$ cat src/rtl/sram_port_arbiter_pkg.sv
// Shared helpers for the SRAM port arbiter: index width and the round-robin pick.
package sram_arb_pkg;

   localparam int MAX_REQ   = 32;
   localparam int MAX_IDX_W = 5;

   function automatic int idx_width(input int n);
      return (n > 1) ? $clog2(n) : 1;
   endfunction

   // One-hot winner: first set bit of req scanning ptr, ptr+1, ... mod n.
   function automatic logic [MAX_REQ-1:0] rr_pick(input logic [MAX_REQ-1:0] req,
                                                  input int ptr, input int n);
      logic [MAX_REQ-1:0] gnt;
      logic               found;
      int                 idx;
      gnt   = '0;
      found = 1'b0;
      for (int i = 0; i < MAX_REQ; i++) begin
         idx = ptr + i;
         if (idx >= n) idx = idx - n;
         if (i < n && !found && req[idx[MAX_IDX_W-1:0]]) begin
            gnt[idx[MAX_IDX_W-1:0]] = 1'b1;
            found = 1'b1;
         end
      end
      return gnt;
   endfunction

endpackage

$ cat src/rtl/sram_port_arbiter_if.sv
// Requester-side and SRAM-side bus of the arbiter; master = requesters + SRAM, slave = arbiter.
interface sram_port_arbiter_if #(
   parameter int N_REQ    = 2,
   parameter int LEN_ADDR = 32,
   parameter int LEN_DATA = 32
);
   logic [N_REQ-1:0]                     req_valid;
   logic [N_REQ-1:0][LEN_ADDR-1:0]       req_addr;
   logic [N_REQ-1:0][LEN_DATA-1:0]       req_wdata;
   logic [N_REQ-1:0][LEN_DATA/8-1:0]     req_wstrb;
   logic [N_REQ-1:0]                     req_gnt;
   logic [N_REQ-1:0]                     rsp_valid;
   logic [LEN_DATA-1:0]                  rsp_rdata;
   logic [LEN_ADDR-1:0]                  sram_addra;
   logic [LEN_DATA-1:0]                  sram_dina;
   logic [LEN_DATA-1:0]                  sram_douta;
   logic                                 sram_ena;
   logic [LEN_DATA/8-1:0]                sram_wea;

   modport master (
      output req_valid, req_addr, req_wdata, req_wstrb, sram_douta,
      input  req_gnt, rsp_valid, rsp_rdata, sram_addra, sram_dina, sram_ena, sram_wea
   );

   modport slave (
      input  req_valid, req_addr, req_wdata, req_wstrb, sram_douta,
      output req_gnt, rsp_valid, rsp_rdata, sram_addra, sram_dina, sram_ena, sram_wea
   );
endinterface

$ cat src/rtl/sram_port_arbiter_core.sv
// Round-robin grant core: owns rr_ptr, produces the same-cycle one-hot winner and its index.
module rr_arbiter_core
   import sram_arb_pkg::*;
#(
   parameter  int N_REQ = 2,
   localparam int IDX_W = idx_width(N_REQ)
) (
   input  logic             clk,
   input  logic             rst,
   input  logic [N_REQ-1:0] req,
   input  logic             advance,
   output logic [N_REQ-1:0] gnt_onehot,
   output logic [IDX_W-1:0] gnt_idx
);

   logic [IDX_W-1:0]   rr_ptr;
   logic [MAX_REQ-1:0] pick;
   logic               unused_pick;

   assign pick        = rr_pick(MAX_REQ'(req), int'(rr_ptr), N_REQ);
   assign gnt_onehot  = pick[N_REQ-1:0];
   assign unused_pick = ^pick;

   always_comb begin
      gnt_idx = '0;
      for (int i = 0; i < N_REQ; i++)
         if (gnt_onehot[i]) gnt_idx = IDX_W'(i);
   end

   // Pointer moves just past the winner so it becomes lowest priority next cycle.
   always_ff @(posedge clk) begin
      if (rst)
         rr_ptr <= '0;
      else if (advance)
         rr_ptr <= (gnt_idx == IDX_W'(N_REQ-1)) ? '0 : gnt_idx + 1'b1;
   end

endmodule

$ cat src/rtl/sram_port_arbiter.sv
// Shares one single-port synchronous SRAM between N_REQ requesters, round-robin, one access per cycle.
module sram_port_arbiter
   import sram_arb_pkg::*;
#(
   parameter int N_REQ    = 2,
   parameter int LEN_ADDR = 32,
   parameter int LEN_DATA = 32
) (
   input logic                clk,
   input logic                rst,
   sram_port_arbiter_if.slave bus
);

   localparam int IDX_W  = idx_width(N_REQ);
   localparam int STAGES = 1;

   logic [N_REQ-1:0] gnt_raw;
   logic [N_REQ-1:0] req_rd;
   logic [IDX_W-1:0] win_idx;
   logic [IDX_W-1:0] rd_owner;
   logic [STAGES:0]  vld_pipe;
   logic             any_req;
   logic             advance;

   assign any_req = |bus.req_valid;
   assign advance = any_req & ~rst;

   rr_arbiter_core #(.N_REQ(N_REQ)) u_core (
      .clk        (clk),
      .rst        (rst),
      .req        (bus.req_valid),
      .advance    (advance),
      .gnt_onehot (gnt_raw),
      .gnt_idx    (win_idx)
   );

   for (genvar k = 0; k < N_REQ; k++) begin : g_lane
      assign req_rd[k] = ~|bus.req_wstrb[k];
   end

   // Reset forces the SRAM and grants quiet combinationally.
   assign bus.req_gnt    = rst ? '0 : gnt_raw;
   assign bus.sram_ena   = advance;
   assign bus.sram_addra = any_req ? bus.req_addr[win_idx]  : '0;
   assign bus.sram_dina  = any_req ? bus.req_wdata[win_idx] : '0;
   assign bus.sram_wea   = advance ? bus.req_wstrb[win_idx] : '0;

   assign vld_pipe[0] = |(bus.req_gnt & req_rd);

   always_ff @(posedge clk) begin
      if (rst) begin
         vld_pipe[STAGES] <= 1'b0;
         rd_owner         <= '0;
      end else begin
         vld_pipe[STAGES] <= vld_pipe[0];
         if (vld_pipe[0]) rd_owner <= win_idx;
      end
   end

   // SRAM data lands one cycle after the read grant; only the owner flag is registered.
   assign bus.rsp_valid = vld_pipe[STAGES] ? (N_REQ'(1) << rd_owner) : '0;
   assign bus.rsp_rdata = bus.sram_douta;

endmodule

$ cat src/flat_wrapper.sv
// flat-port wrapper written by rule: the top's interface ports become plain ports
module sram_port_arbiter_flat import sram_arb_pkg::*;
#(
   parameter int N_REQ    = 2,
   parameter int LEN_ADDR = 32,
   parameter int LEN_DATA = 32
)
  (clk, rst, bus_req_valid, bus_req_addr, bus_req_wdata, bus_req_wstrb, bus_sram_douta, bus_req_gnt, bus_rsp_valid, bus_rsp_rdata, bus_sram_addra, bus_sram_dina, bus_sram_ena, bus_sram_wea);
  sram_port_arbiter_if #(.N_REQ(N_REQ), .LEN_ADDR(LEN_ADDR), .LEN_DATA(LEN_DATA)) bus_i ();
  input logic clk;
  input logic rst;
  input wire logic [$bits(bus_i.req_valid)-1:0] bus_req_valid;
  input wire logic [$bits(bus_i.req_addr)-1:0] bus_req_addr;
  input wire logic [$bits(bus_i.req_wdata)-1:0] bus_req_wdata;
  input wire logic [$bits(bus_i.req_wstrb)-1:0] bus_req_wstrb;
  input wire logic [$bits(bus_i.sram_douta)-1:0] bus_sram_douta;
  output wire logic [$bits(bus_i.req_gnt)-1:0] bus_req_gnt;
  output wire logic [$bits(bus_i.rsp_valid)-1:0] bus_rsp_valid;
  output wire logic [$bits(bus_i.rsp_rdata)-1:0] bus_rsp_rdata;
  output wire logic [$bits(bus_i.sram_addra)-1:0] bus_sram_addra;
  output wire logic [$bits(bus_i.sram_dina)-1:0] bus_sram_dina;
  output wire logic [$bits(bus_i.sram_ena)-1:0] bus_sram_ena;
  output wire logic [$bits(bus_i.sram_wea)-1:0] bus_sram_wea;
  assign bus_i.req_valid = bus_req_valid;
  assign bus_i.req_addr = bus_req_addr;
  assign bus_i.req_wdata = bus_req_wdata;
  assign bus_i.req_wstrb = bus_req_wstrb;
  assign bus_i.sram_douta = bus_sram_douta;
  assign bus_req_gnt = bus_i.req_gnt;
  assign bus_rsp_valid = bus_i.rsp_valid;
  assign bus_rsp_rdata = bus_i.rsp_rdata;
  assign bus_sram_addra = bus_i.sram_addra;
  assign bus_sram_dina = bus_i.sram_dina;
  assign bus_sram_ena = bus_i.sram_ena;
  assign bus_sram_wea = bus_i.sram_wea;
  sram_port_arbiter #(.N_REQ(N_REQ), .LEN_ADDR(LEN_ADDR), .LEN_DATA(LEN_DATA)) u_core (.clk(clk), .rst(rst), .bus(bus_i));
endmodule
$ cat config.mk
export PLATFORM = sky130hd
export DESIGN_NAME = sram_port_arbiter_flat
export DESIGN_NICKNAME = d
export VERILOG_FILES = /design/src/rtl/sram_port_arbiter_pkg.sv /design/src/rtl/sram_port_arbiter_if.sv /design/src/rtl/sram_port_arbiter_core.sv /design/src/rtl/sram_port_arbiter.sv /design/src/flat_wrapper.sv
export SDC_FILE = /design/constraint.sdc
export NUM_CORES = 1
export LEC_CHECK = 0
export CAP_MARGIN = 10
export CORE_AREA = 2 2 106 108
export CTS_CLUSTER_DIAMETER = 100
export DETAILED_ROUTE_END_ITERATION = 7
export DIE_AREA = 0 0 108 110
export PLACE_DENSITY = 0.64
export SLEW_MARGIN = 20
export SYNTH_ARGS = -nofsm -noshare
export SYNTH_HDL_FRONTEND = slang
export SYNTH_SLANG_ARGS = --single-unit
$ cat constraint.sdc
create_clock -name clk -period 2.8 [get_ports clk]
set_input_delay 0.84 -clock clk [delete_from_list [all_inputs] [get_ports clk]]
set_output_delay 0.84 -clock clk [all_outputs]
set_load 0.03 [all_outputs]
==> reports/qor.csv, run 1 <==
metric;value;unit
total gr overflow;0;
Max transition margin;0.712;
clock sink count;3;
Worst Tran Pin Value;0.428;ns
layout cell share with drive strength beyond 1;0.231;
CP Data Required Time;1.96;ns
Async SR Flop Fraction;0;
final wirelength;9420;µm
first-pass GRT wire length;13400;µm
Vias;2883;
Worst-path clk slew;0.03;ns
worst min path class;reg2reg;
Final Skew;0.00357;ns
number of max-cap violations;0;
Worst path max stage delay;0.42;ns
largest net degree at the start of global routing;42;
largest area contributor in the netlist;a21oi_1;
crit path launch type;primary input;
crit path time final;2.77;ns
final setup fails;0;
hold depth;1;
synth cell count leaders;69 x a21oi_1, 69 x nand3_1, 57 x o21ai_0;
leakage;1.45;nW
initial antenna violation count;0;
fin crit share;0.989;
H-tree depth;1;
area grow syn2layout;124;%
DIE AREA;0.0119;mm²
Crit path top cell by count;buf_4;
Synth top area share;0.207;
Gate Count Post-Synth;294;
outcome;complete, no violations;
Max IR drop VDD;108;µV
DRC viols;0;
final hold violation count;0;
n_diodes;0;
Mapped Nets;466;
Cell variety after synth;27;
Main synth FF type;dfxtp_1;
DP Area;0.00359;mm²
clk_lat worst skew;0.22;ns
Initial Util;0.156;
Ports;277;
synth top area cells;a21oi_1 21%, nand3_1 21%, o21ai_0 17%;
Max Fclk;0.361;GHz
Num CTS Buffers;3;
final setup TNS;0;ns
CP Cell Sequence;clkdlybuf4s50_1 -> buf_4 -> a21oi_1 -> and2_4 -> buf_4;
fin area;0.00374;mm²
reg2reg start;u_core.u_core.rr_ptr$_SDFFE_PP0P_;
Die Y;110;µm
TritonCTS clock tree;done;
GP Congestion;0.808;
CP Max Fanout;4;
core area;0.0107;mm²
Clock Tree Root;clkbuf_8;
Critical Path AT;1.93;ns
Die X;108;µm
Port Buffers;212;
Worst Hold Launch;u_core.u_core.rr_ptr$_SDFFE_PP0P_;
Rows;38;
crit end category;output pin;
drt pass-1 iters;6;
buffer and inverter count on the worst path;3;
syn avg cell area;5.66;µm²
Top Family by Delay on Critical Path;buffers and inverters;
vias in the first global route;2583;
# nets final;637;
vias per cell;4.77;
slowest CP cell;clkdlybuf4s50_1;
reg-to-reg setup timing slack;1.61;ns
Yosys warnings;0;
Mapped Area;0.00167;mm²
Setup CP Type;in2out;
Seq cells post-synth;3;
fillers;1104;
worst hold endpoint;u_core.u_core.rr_ptr$_SDFFE_PP0P_;
detailed-placement wirelength estimate;6830;µm
ANT nets after route;0;
hold_buf cts;0;
Clock Path Buffers;2;
Seq/Total Area, Yosys;0.0361;
r2r endpoint;u_core.rd_owner$_SDFFE_PP0P_;
number of DRC violations after detailed-routing iteration 0;247;
EDFF count, synth;0;
PD cells;270;mW/mm²
DR WL/cell;15.6;µm
worst reg-to-reg path cell count;4;
GRT Total Usage;0.141;
Final Max Tran Viols;0;
==> layer usage <==
layer,track usage,vias to the layer above,share of wire
li1,-,1376,-
met1,0.169,1285,0.40
met2,0.248,198,0.47
met3,0.0382,24,0.11
met4,0.0375,0,0.022
met5,0,-,0
==> timing repair <==
action,4_1_cts,5_1_grt
cloned,3,0
resized for setup,19,3
setup buffers,2,0
pin swaps,0,3
setup endpoints to repair,70,7
==> cells by family after synthesis <==
group | Yosys count | share of synthesized area
AO/OA/AOI/OAI | 141 | 0.435
AND/OR/NAND/NOR | 79 | 0.245
buffers and inverters | 71 | 0.284
flip-flops | 3 | 0.0361
==> placed cells by master (no fill, tap or decap), types with 2 or more instances in the layout <==
cell type / instances
clkdlybuf4s50_1: 139
nand3_1: 69
buf_12: 11
clkbuf_8: 3
buf_4: 80
nor4_1: 2
dfxtp_1: 3
o21ai_0: 44
a21oi_1: 69
o21ai_1: 23
==> power by group <==
group	switching (W)	total, W	leakage, nW	internal [W]
logic	0.000425	0.000834	1.41	0.000410
clock network	0.0000291	0.000126	0.0228	0.0000971
registers	0.00000178	0.0000465	0.0245	0.0000447
==> final cells by class <==
type | count | area, µm² | area share
sequential | 3 | 60.1 | 0.0161
inverter | 2 | 7.51 | 0.00201
tap | 140 | 175 | 0.0469
clock buffer | 4 | 45.0 | 0.0121
timing repair buffer | 234 | 2290 | 0.613
multi-input combinational | 221 | 1160 | 0.310
==> registers in the layout, indices dropped and copies added, names as in the netlist <==
signal and cells:
u_core.rd_owner 1, u_core.vld_pipe 1, u_core.u_core.rr_ptr 1
==> metrics by stage <==
stage	setup WS [ns]	cells	total power, W	util	hold WS (ns)
floorplan	0.0457	294	0.000529	-	0.468
global placement	-0.343	595	0.000844	0.336	0.489
detailed placement	-0.373	595	0.000849	0.336	0.517
CTS	0.0111	604	0.00101	0.349	0.565
global route	-0.0202	604	0.00106	0.349	0.594
finish	0.0294	604	0.00101	0.349	0.574
==> how the worst max path moves through the flow <==
stage                                 from                  to  slack [ns]  depth (start not counted)
after floorplan           bus_req_valid[1]  bus_sram_addra[22]        0.05                          6
after global placement    bus_req_valid[0]  bus_sram_addra[22]       -0.34                          6
after detailed placement  bus_req_valid[0]   bus_sram_addra[8]       -0.37                          6
after CTS                              rst     bus_sram_wea[0]        0.01                          4
after global routing                   rst      bus_req_gnt[0]       -0.02                          5
final                                  rst      bus_req_gnt[0]        0.03                          5
(Power assumes the default switching activity.)
==> run 2: changes to the inputs <==
Settings changed: HOLD_SLACK_MARGIN set to 0.12, MAX_ROUTING_LAYER set to met4.
==> run 2 against run 1 <==
Against the previous run:
- clock power about the same
- final area unchanged
- global-route usage increased by 0.34 points
- clock-buffer cell count unchanged
- die area unchanged
- via count decreased by 0.52%
- routed wire length about the same
- clock skew about the same
- first-iteration DRC count decreased by 11%
- non-clock buffer count unchanged
- critical endpoint unchanged
- largest cell class unchanged
==> reports/qor.csv, run 2 (synthesis gave the netlist of run 1 again) <==
metric;value;unit
n_diodes;0;
drt pass-1 iters;4;
leakage;1.45;nW
vias in the first global route;2579;
Clock Tree Root;clkbuf_8;
final setup fails;0;
TritonCTS clock tree;done;
H-tree depth;1;
PD cells;270;mW/mm²
final wirelength;9410;µm
switching power;0.000456;W
buffer and inverter count on the worst path;3;
Final Skew;0.00355;ns
Worst-path clk slew;0.03;ns
largest net degree at the start of global routing;42;
layout cell share with drive strength beyond 1;0.231;
vias per cell;4.75;
Max transition margin;0.723;
most common cell after layout, fill and taps aside;clkdlybuf4s50_1;
Clock Path Buffers;2;
Total Power;0.00101;W
initial antenna violation count;0;
Top Family by Delay on Critical Path;buffers and inverters;
DR WL/cell;15.6;µm
FF/Latch Area;60.1;µm²
Rows;38;
Switching Share;0.453;
Worst path max stage delay;0.42;ns
slowest CP cell;clkdlybuf4s50_1;
outcome;complete, no violations;
Critical Path AT;1.93;ns
Crit path top cell by count;buf_4;
most frequent cells in the layout;139 x clkdlybuf4s50_1, 80 x buf_4, 69 x nand3_1, 69 x a21oi_1, 44 x o21ai_0;
total gr overflow;0;
Worst Tran Pin Value;0.412;ns
number of DRC violations after detailed-routing iteration 0;220;
area occupied by multi-input gates;0.00116;mm²
Port Buffers;212;
Max Fclk;0.361;GHz
CP Data Required Time;1.96;ns
# nets final;637;
DIE AREA;0.0119;mm²
combinational share of power;0.828;
final hold violation count;0;
crit end category;output pin;
worst min path class;reg2reg;
area grow syn2layout;124;%
fin crit share;0.990;
clock group share of total power;0.126;
hold_buf cts;0;
DP Area;0.00359;mm²
Final Max Tran Viols;0;
Die X;108;µm
DRC viols;0;
reg-to-reg setup timing slack;1.62;ns
biggest regs;u_core.rd_owner x1, u_core.u_core.rr_ptr x1, u_core.vld_pipe x1;
number of max-cap violations;0;
Sequential Power Share;0.046;
clk_lat worst skew;0.22;ns
fillers;1104;
Max IR drop VDD;108;µV
Vias;2868;
final setup TNS;0;ns
Initial Util;0.156;
core area;0.0107;mm²
Internal Power;0.000552;W
crit path launch type;primary input;
crit path time final;2.77;ns
CP Max Fanout;4;
ANT nets after route;0;
detailed-placement wirelength estimate;6830;µm
first-pass GRT wire length;13400;µm
Hold WS;0.565;ns
Ports;277;
GRT Total Usage;0.144;
fin area;0.00374;mm²
GP Congestion;0.820;
Num CTS Buffers;3;
Die Y;110;µm
clock sink count;3;
CP Cell Sequence;clkdlybuf4s50_1 -> buf_4 -> a21oi_1 -> and2_4 -> buf_4;
Setup CP Type;in2out;
run 2: cell counts in the layout (fill, tap and decap cells not counted):
No cell type changed its count.
run 2: cell type report:
| type | instances | share of cell area |
|---|---|---|
| timing repair buffer | 234 | 0.613 |
| multi-input combinational | 221 | 0.310 |
| tap | 140 | 0.0469 |
| sequential | 3 | 0.0161 |
| clock buffer | 4 | 0.0121 |
| inverter | 2 | 0.00201 |
run 2: worst reg2reg max path: stages, from the launching register on:
cell,delay [ns]
dfxtp_1,0.39
nand2b_2,0.19
buf_12,0.21
a31oi_1,0.13
a211oi_2,0.19
run 2: per-stage QoR:
step	cells	util	setup WS [ns]
floorplan	294	-	0.0457
global placement	595	0.336	-0.343
detailed placement	595	0.336	-0.373
CTS	604	0.349	0.0111
global route	604	0.349	-0.0202
finish	604	0.349	0.0277
run 2: what timing repair did:
| item | 4_1_cts | 5_1_grt |
|---|---|---|
| endpoints found under the setup margin | 70 | 7 |
| buffers inserted | 2 | 0 |
| gates cloned | 3 | 0 |
| gates resized for setup | 19 | 3 |
| pin swaps | 0 | 3 |
run 2: final timing paths:
kind | start | end | cells after the start
setup / recovery | rst | bus_req_gnt[0] | 5
hold / removal | u_core.u_core.rr_ptr$_SDFFE_PP0P_ | u_core.u_core.rr_ptr$_SDFFE_PP0P_ | 1
setup reg to reg | u_core.u_core.rr_ptr$_SDFFE_PP0P_ | u_core.rd_owner$_SDFFE_PP0P_ | 4
hold reg to reg | u_core.u_core.rr_ptr$_SDFFE_PP0P_ | u_core.u_core.rr_ptr$_SDFFE_PP0P_ | 1
run 2: layer usage:
metal / vias to the layer above / routed length, µm / GRT usage
met2: 183 / 4600 / 0.250
met5: - / 0 / -
met4: 0 / 129 / 0.0339
met1: 1296 / 3800 / 0.174
met3: 12 / 884 / 0.0276
li1: 1377 / - / -
run 2: power groups by stage:
| stage | registers, W | clock network [W] | logic [W] |
|---|---|---|---|
| finish | 0.0000464 | 0.000126 | 0.000835 |
| floorplan | 0.0000461 | 0 | 0.000483 |
| CTS | 0.0000464 | 0.000130 | 0.000837 |
| global placement | 0.0000464 | 0 | 0.000798 |
| global route | 0.0000467 | 0.000131 | 0.000885 |
| detailed placement | 0.0000466 | 0 | 0.000802 |
==> variant 1, RTL diff (config.mk and constraints of run 1) <==
`LEN_ADDR` is set to 32 in 3 places; all go to 16.
--- a/src/rtl/sram_port_arbiter_if.sv
+++ b/src/rtl/sram_port_arbiter_if.sv
@@ -1,7 +1,7 @@
 // Requester-side and SRAM-side bus of the arbiter; master = requesters + SRAM, slave = arbiter.
 interface sram_port_arbiter_if #(
    parameter int N_REQ    = 2,
-   parameter int LEN_ADDR = 32,
+   parameter int LEN_ADDR = 16,
    parameter int LEN_DATA = 32
 );
    logic [N_REQ-1:0]                     req_valid;
--- a/src/rtl/sram_port_arbiter.sv
+++ b/src/rtl/sram_port_arbiter.sv
@@ -3,7 +3,7 @@
    import sram_arb_pkg::*;
 #(
    parameter int N_REQ    = 2,
-   parameter int LEN_ADDR = 32,
+   parameter int LEN_ADDR = 16,
    parameter int LEN_DATA = 32
 ) (
    input logic                clk,
--- a/src/flat_wrapper.sv
+++ b/src/flat_wrapper.sv
@@ -2,7 +2,7 @@
 module sram_port_arbiter_flat import sram_arb_pkg::*;
 #(
    parameter int N_REQ    = 2,
-   parameter int LEN_ADDR = 32,
+   parameter int LEN_ADDR = 16,
    parameter int LEN_DATA = 32
 )
   (clk, rst, bus_req_valid, bus_req_addr, bus_req_wdata, bus_req_wstrb, bus_sram_douta, bus_req_gnt, bus_rsp_valid, bus_rsp_rdata, bus_sram_addra, bus_sram_dina, bus_sram_ena, bus_sram_wea);
Interface: changed (resized bus_req_addr and bus_sram_addra); port bits go from 277 to 229. The function was not compared with the original's and may differ.
==> variant 1 against run 1 <==
- hold slack got worse by 0.046 ns
- critical endpoint is now bus_sram_dina[28]
- total power fell by 7.7%
- design area fell by 5.2%
- area after synthesis rose by 1.2%
- worst setup slack improved by 0.040 ns
- largest power group unchanged
- sequential share of layout area rose by 0.088 points
- routed wire length fell by 21%
- sequential cell count did not move
- synthesized cell count fell by 20%
- via count fell by 20%
- highest routed layer unchanged
==> variant 1: results (changes against run 1) <==
* Worst hold start: u_core.u_core.rr_ptr
* Mapped Nets at 376 (-19%)
* LEAKAGE at 1.33 nW (-8.3%)
* Outcome: complete, no violations
* Largest cells by area after synthesis: nand3_2, buf_4, o21ai_1
* Reg-to-reg startpoint: u_core.u_core.rr_ptr
* WHS at 0.528 ns (-0.0461 ns)
* Pre-CTS setup slack at -0.290 ns (+0.0828 ns)
* Clock skew at 0.00149 ns (-0.00208 ns)
* Hold Crit Depth at 1 (unchanged)
* Placed Instances at 511 (-14%)
* Crit-path slowest cell: inv_2
* Avg WL per Cell at 14.2 µm (-8.8%)
* Worst Hold End: u_core.u_core.rr_ptr
* Fin cells at 522 (-14%)
* Maximum VDD drop at 0.201 mV (+86%)
* Reg clk slew, reported paths at 0.03 ns (about the same)
* Crit-path max FO at 7 (+3)
* Global-route wire length before repair at 10100 µm (-25%)
* Seq/Total Area, Yosys at 0.0356 (-0.000428)
* Num CTS Buffers at 3 (unchanged)
* Unique masters post-synth at 27 (unchanged)
* Synth async-reset ratio at 0 (unchanged)
* Largest regs: u_core.rd_owner x1, u_core.u_core.rr_ptr x1, u_core.vld_pipe x1
* Final Wtd Congestion at 0.684 (-15%)
* Layout cells sized above 1 at 0.466 (+0.235)
* Post-Place Cell Area at 3220 µm² (-10%)
* # port buffers at 164 (-23%)
* # diodes at 0 (unchanged)
* DR iter-0 viols at 104 (-58%)
* Largest net degree at the start of global routing at 34 (-19%)
* Fillers at 1135 (+2.8%)
* Hold Crit Class: register to register
* Vias in the first global route at 2112 (-18%)
* Syn Area/Cell at 7.14 µm² (+26%)
* Data arrival, critical path at 1.89 ns (-0.04 ns)
* Main synth FF type: dfxtp_1
* First-pass detailed-route iteration total at 4 (-2)
* Initial antenna violation count at 0 (unchanged)
* Worst setup startpoint: bus_req_valid[1]
* Register Area at 60.1 µm² (unchanged)
* Yosys Warn Count at 0 (unchanged)
* Clk buf depth at 2 (unchanged)
* CTS H-tree depth at 1 (unchanged)
* Top cells by count, synth: o21ai_1, a21oi_1, nand3_2
* Largest delay share family, worst path: buffers and inverters
* Worst R2R Path Depth at 6 (+2)
* Slowest stage delay, CP at 0.22 ns (-0.20 ns)
* Total GRT Usage at 0.106 (-0.0346)
* Worst-skew pair later-pin latency at 0.22 ns (about the same)
* Vias at 2294 (-20%)
* Max transition margin at 0.685 (-0.0264)
* Clock Tree Root: clkbuf_8
* R2r endpoint: u_core.rd_owner
* HPWL Detailed at 5480 µm (-20%)
* R2r setup slk at 1.51 ns (-0.10 ns)
==> variant 1: cells by family (layout without fill, tap and decap cells) <==
kind of cell	Yosys count	in the layout	share of synthesized area
flops	3	3	0.0356
simple gates	63	63	0.317
buf+inv	61	207	0.293
compound gates	109	109	0.355
==> variant 1: worst register-to-register path: stages, from the launching register on <==
cell and delay (ns):
dfxtp_1 0.32, nand2b_4 0.17, buf_6 0.14, buf_16 0.14, buf_4 0.13, a31oi_1 0.19
a211oi_2 0.06
==> variant 1: what timing repair did <==
action                                  in CTS  in global routing
endpoints found under the setup margin      54                 31
resized for setup                           33                 14
cloned                                       3                  1
pin swaps                                    4                  1
setup buffers                                4                  0
==> variant 1: layer usage <==
layer	share of wire	global-route usage	routed length, µm
met5	0	0	0
met4	0.011	0.0220	80
met3	0.079	0.0212	583
met2	0.54	0.213	4030
met1	0.37	0.114	2730
==> variant 1: area by class of cell <==
type,instances,area share
Sequential cell,3,0.0170
Timing Repair Buffer,201,0.569
Inverter,2,0.00212
Clock buffer,4,0.0127
Multi-Input combinational cell,172,0.350
Tap cell,140,0.0495
==> variant 1: report_power, final <==
group          internal, mW  leakage, nW  switching, mW  total [mW]
Combinational         0.380         1.29          0.375       0.755
Clock                0.0974       0.0228         0.0316       0.129
Sequential           0.0447       0.0245        0.00144      0.0461
Total                 0.522         1.33          0.408       0.930
==> variant 1: worst max-delay path by stage <==
stage | slack [ns] | endpoint
final | 0.07 | bus_sram_dina[28]
after global routing | 0.02 | bus_sram_dina[15]
after CTS | 0.008 | bus_sram_addra[11]
after detailed placement | -0.29 | bus_sram_dina[7]
after global placement | -0.25 | bus_sram_addra[9]
after floorplan | 0.15 | bus_req_gnt[1]
==> variant 2, RTL diff (flow settings as in run 1) <==
Made on the original files. Reset style: asynchronous (`rst`), changed in 2 clocked blocks.
--- a/src/rtl/sram_port_arbiter_core.sv
+++ b/src/rtl/sram_port_arbiter_core.sv
@@ -28,7 +28,7 @@
    end
 
    // Pointer moves just past the winner so it becomes lowest priority next cycle.
-   always_ff @(posedge clk) begin
+   always_ff @(posedge clk or posedge rst) begin
       if (rst)
          rr_ptr <= '0;
       else if (advance)
--- a/src/rtl/sram_port_arbiter.sv
+++ b/src/rtl/sram_port_arbiter.sv
@@ -47,7 +47,7 @@
 
    assign vld_pipe[0] = |(bus.req_gnt & req_rd);
 
-   always_ff @(posedge clk) begin
+   always_ff @(posedge clk or posedge rst) begin
       if (rst) begin
          vld_pipe[STAGES] <= 1'b0;
          rd_owner         <= '0;
Check against the original RTL: differs if rst is asserted again (counterexample within 4 cycles, from zero or initial values and one cycle with rst high); with rst held inactive, the same outputs for 10 cycles.
==> variant 2 against run 1 <==
- die area unchanged
- total power up 12%
- non-clock buffer count down 5
- first-iteration DRC count down 66%
- sequential cell count unchanged
- design area down 9.4%
- routed wire length down 19%
- combinational power up 13%
- area after synthesis down 27%
- via count down 32%
- worst setup slack better by 0.050 ns
- synthesized cell count down 50%
- global-route usage down 2.8 points
- critical path type unchanged
- critical endpoint is now bus_sram_addra[2]
- largest cell class unchanged
==> variant 2: results (changes against run 1) <==
* Final-stage net count at 507 (-20%)
* Total GRT Usage at 0.113 (-0.0279)
* Mapped Nets at 319 (-32%)
* Data arrival, critical path at 1.88 ns (-0.05 ns)
* Top cells by count, synth: a22o_1, buf_4, buf_6
* Global-route wire length before repair at 10300 µm (-23%)
* Seq/Total Area, Yosys at 0.0617 (+0.0257)
* Worst-Margin Slew at 0.466 ns (+0.0374 ns)
* First-pass detailed-route iteration total at 4 (-2)
* Unique masters post-synth at 23 (-15%)
* Synth async-reset ratio at 1.00 (+1.00)
* Largest cells by area after synthesis: a22o_1, buf_4, buf_6
* Fin cells at 474 (-22%)
* Avg WL per Cell at 16.1 µm (+3.5%)
* DR iter-0 viols at 84 (-66%)
* Pre-CTS setup slack at -0.280 ns (+0.0931 ns)
* Final Wtd Congestion at 0.751 (-7.1%)
* Syn Inst Count at 147 (-50%)
* Vias in the first global route at 1975 (-24%)
* Main synth FF type: dfrtp_1
* HPWL Detailed at 6070 µm (-11%)
* Post-Place Cell Area at 3180 µm² (-11%)
* LEAKAGE at 1.49 nW (+2.5%)
* Layout cells sized above 1 at 0.296 (+0.0658)
* Maximum VDD drop at 0.224 mV (+110%)
* Outcome: complete, no violations
* Reg clk slew, reported paths at 0.03 ns (about the same)
* # diodes at 0 (unchanged)
* Clock skew at 0.000303 ns (-0.00327 ns)
* Post-DR vias/cell at 4.16 (-13%)
variant 2: cell type report:
type	count	area [µm²]
clock buffer	4	45.0
fill	1102	7310
inverter	4	15.0
multi-input combinational	94	766
sequential	3	75.1
tap	140	175
timing repair buffer	229	2310
variant 2: critical path, cell delays in order:
cell,delay (ns)
buf_2,0.14
a21boi_4,0.24
buf_6,0.14
buf_12,0.09
buf_16,0.13
a22o_1,0.16
buf_6,0.13
variant 2: kinds of logic after synthesis:
group                  count (synthesis)  synth area share
DFF                                    3            0.0617
buffers and inverters                 50             0.320
and+or+nand+nor                       17            0.0967
AOI/OAI and AO/OA                     77             0.522
variant 2: worst paths after layout:
check,start,to,slack (ns),depth (start not counted)
worst min-delay path,u_core.rd_owner,u_core.rd_owner,0.52,2
worst max-delay path,bus_req_valid[1],bus_sram_addra[2],0.08,7
worst max register to register,u_core.u_core.rr_ptr,u_core.vld_pipe[1],1.37,6
max in group asynchronous,rst,u_core.u_core.rr_ptr,1.67,3
worst min register to register,u_core.rd_owner,u_core.rd_owner,0.52,2
min in group asynchronous,rst,u_core.rd_owner,1.03,3
variant 2: repair_timing:
action	4_1_cts	5_1_grt
pin swaps	14	0
buffers inserted	3	0
endpoints found under the setup margin	71	5
gates cloned	2	0
resized for setup	27	1
variant 2: report_power, final:
group	switching (mW)	total, mW	internal, mW	leakage [nW]
registers	0.00849	0.0591	0.0506	0.0370
clock network	0.0281	0.125	0.0970	0.0228
logic	0.447	0.942	0.495	1.43
variant 2: per-layer routing:
metal	vias up	track usage	part of all wire
met5	-	0	0
met4	0	0.0348	0.021
met3	14	0.0276	0.098
met2	141	0.231	0.54
met1	895	0.110	0.34
li1	920	-	-
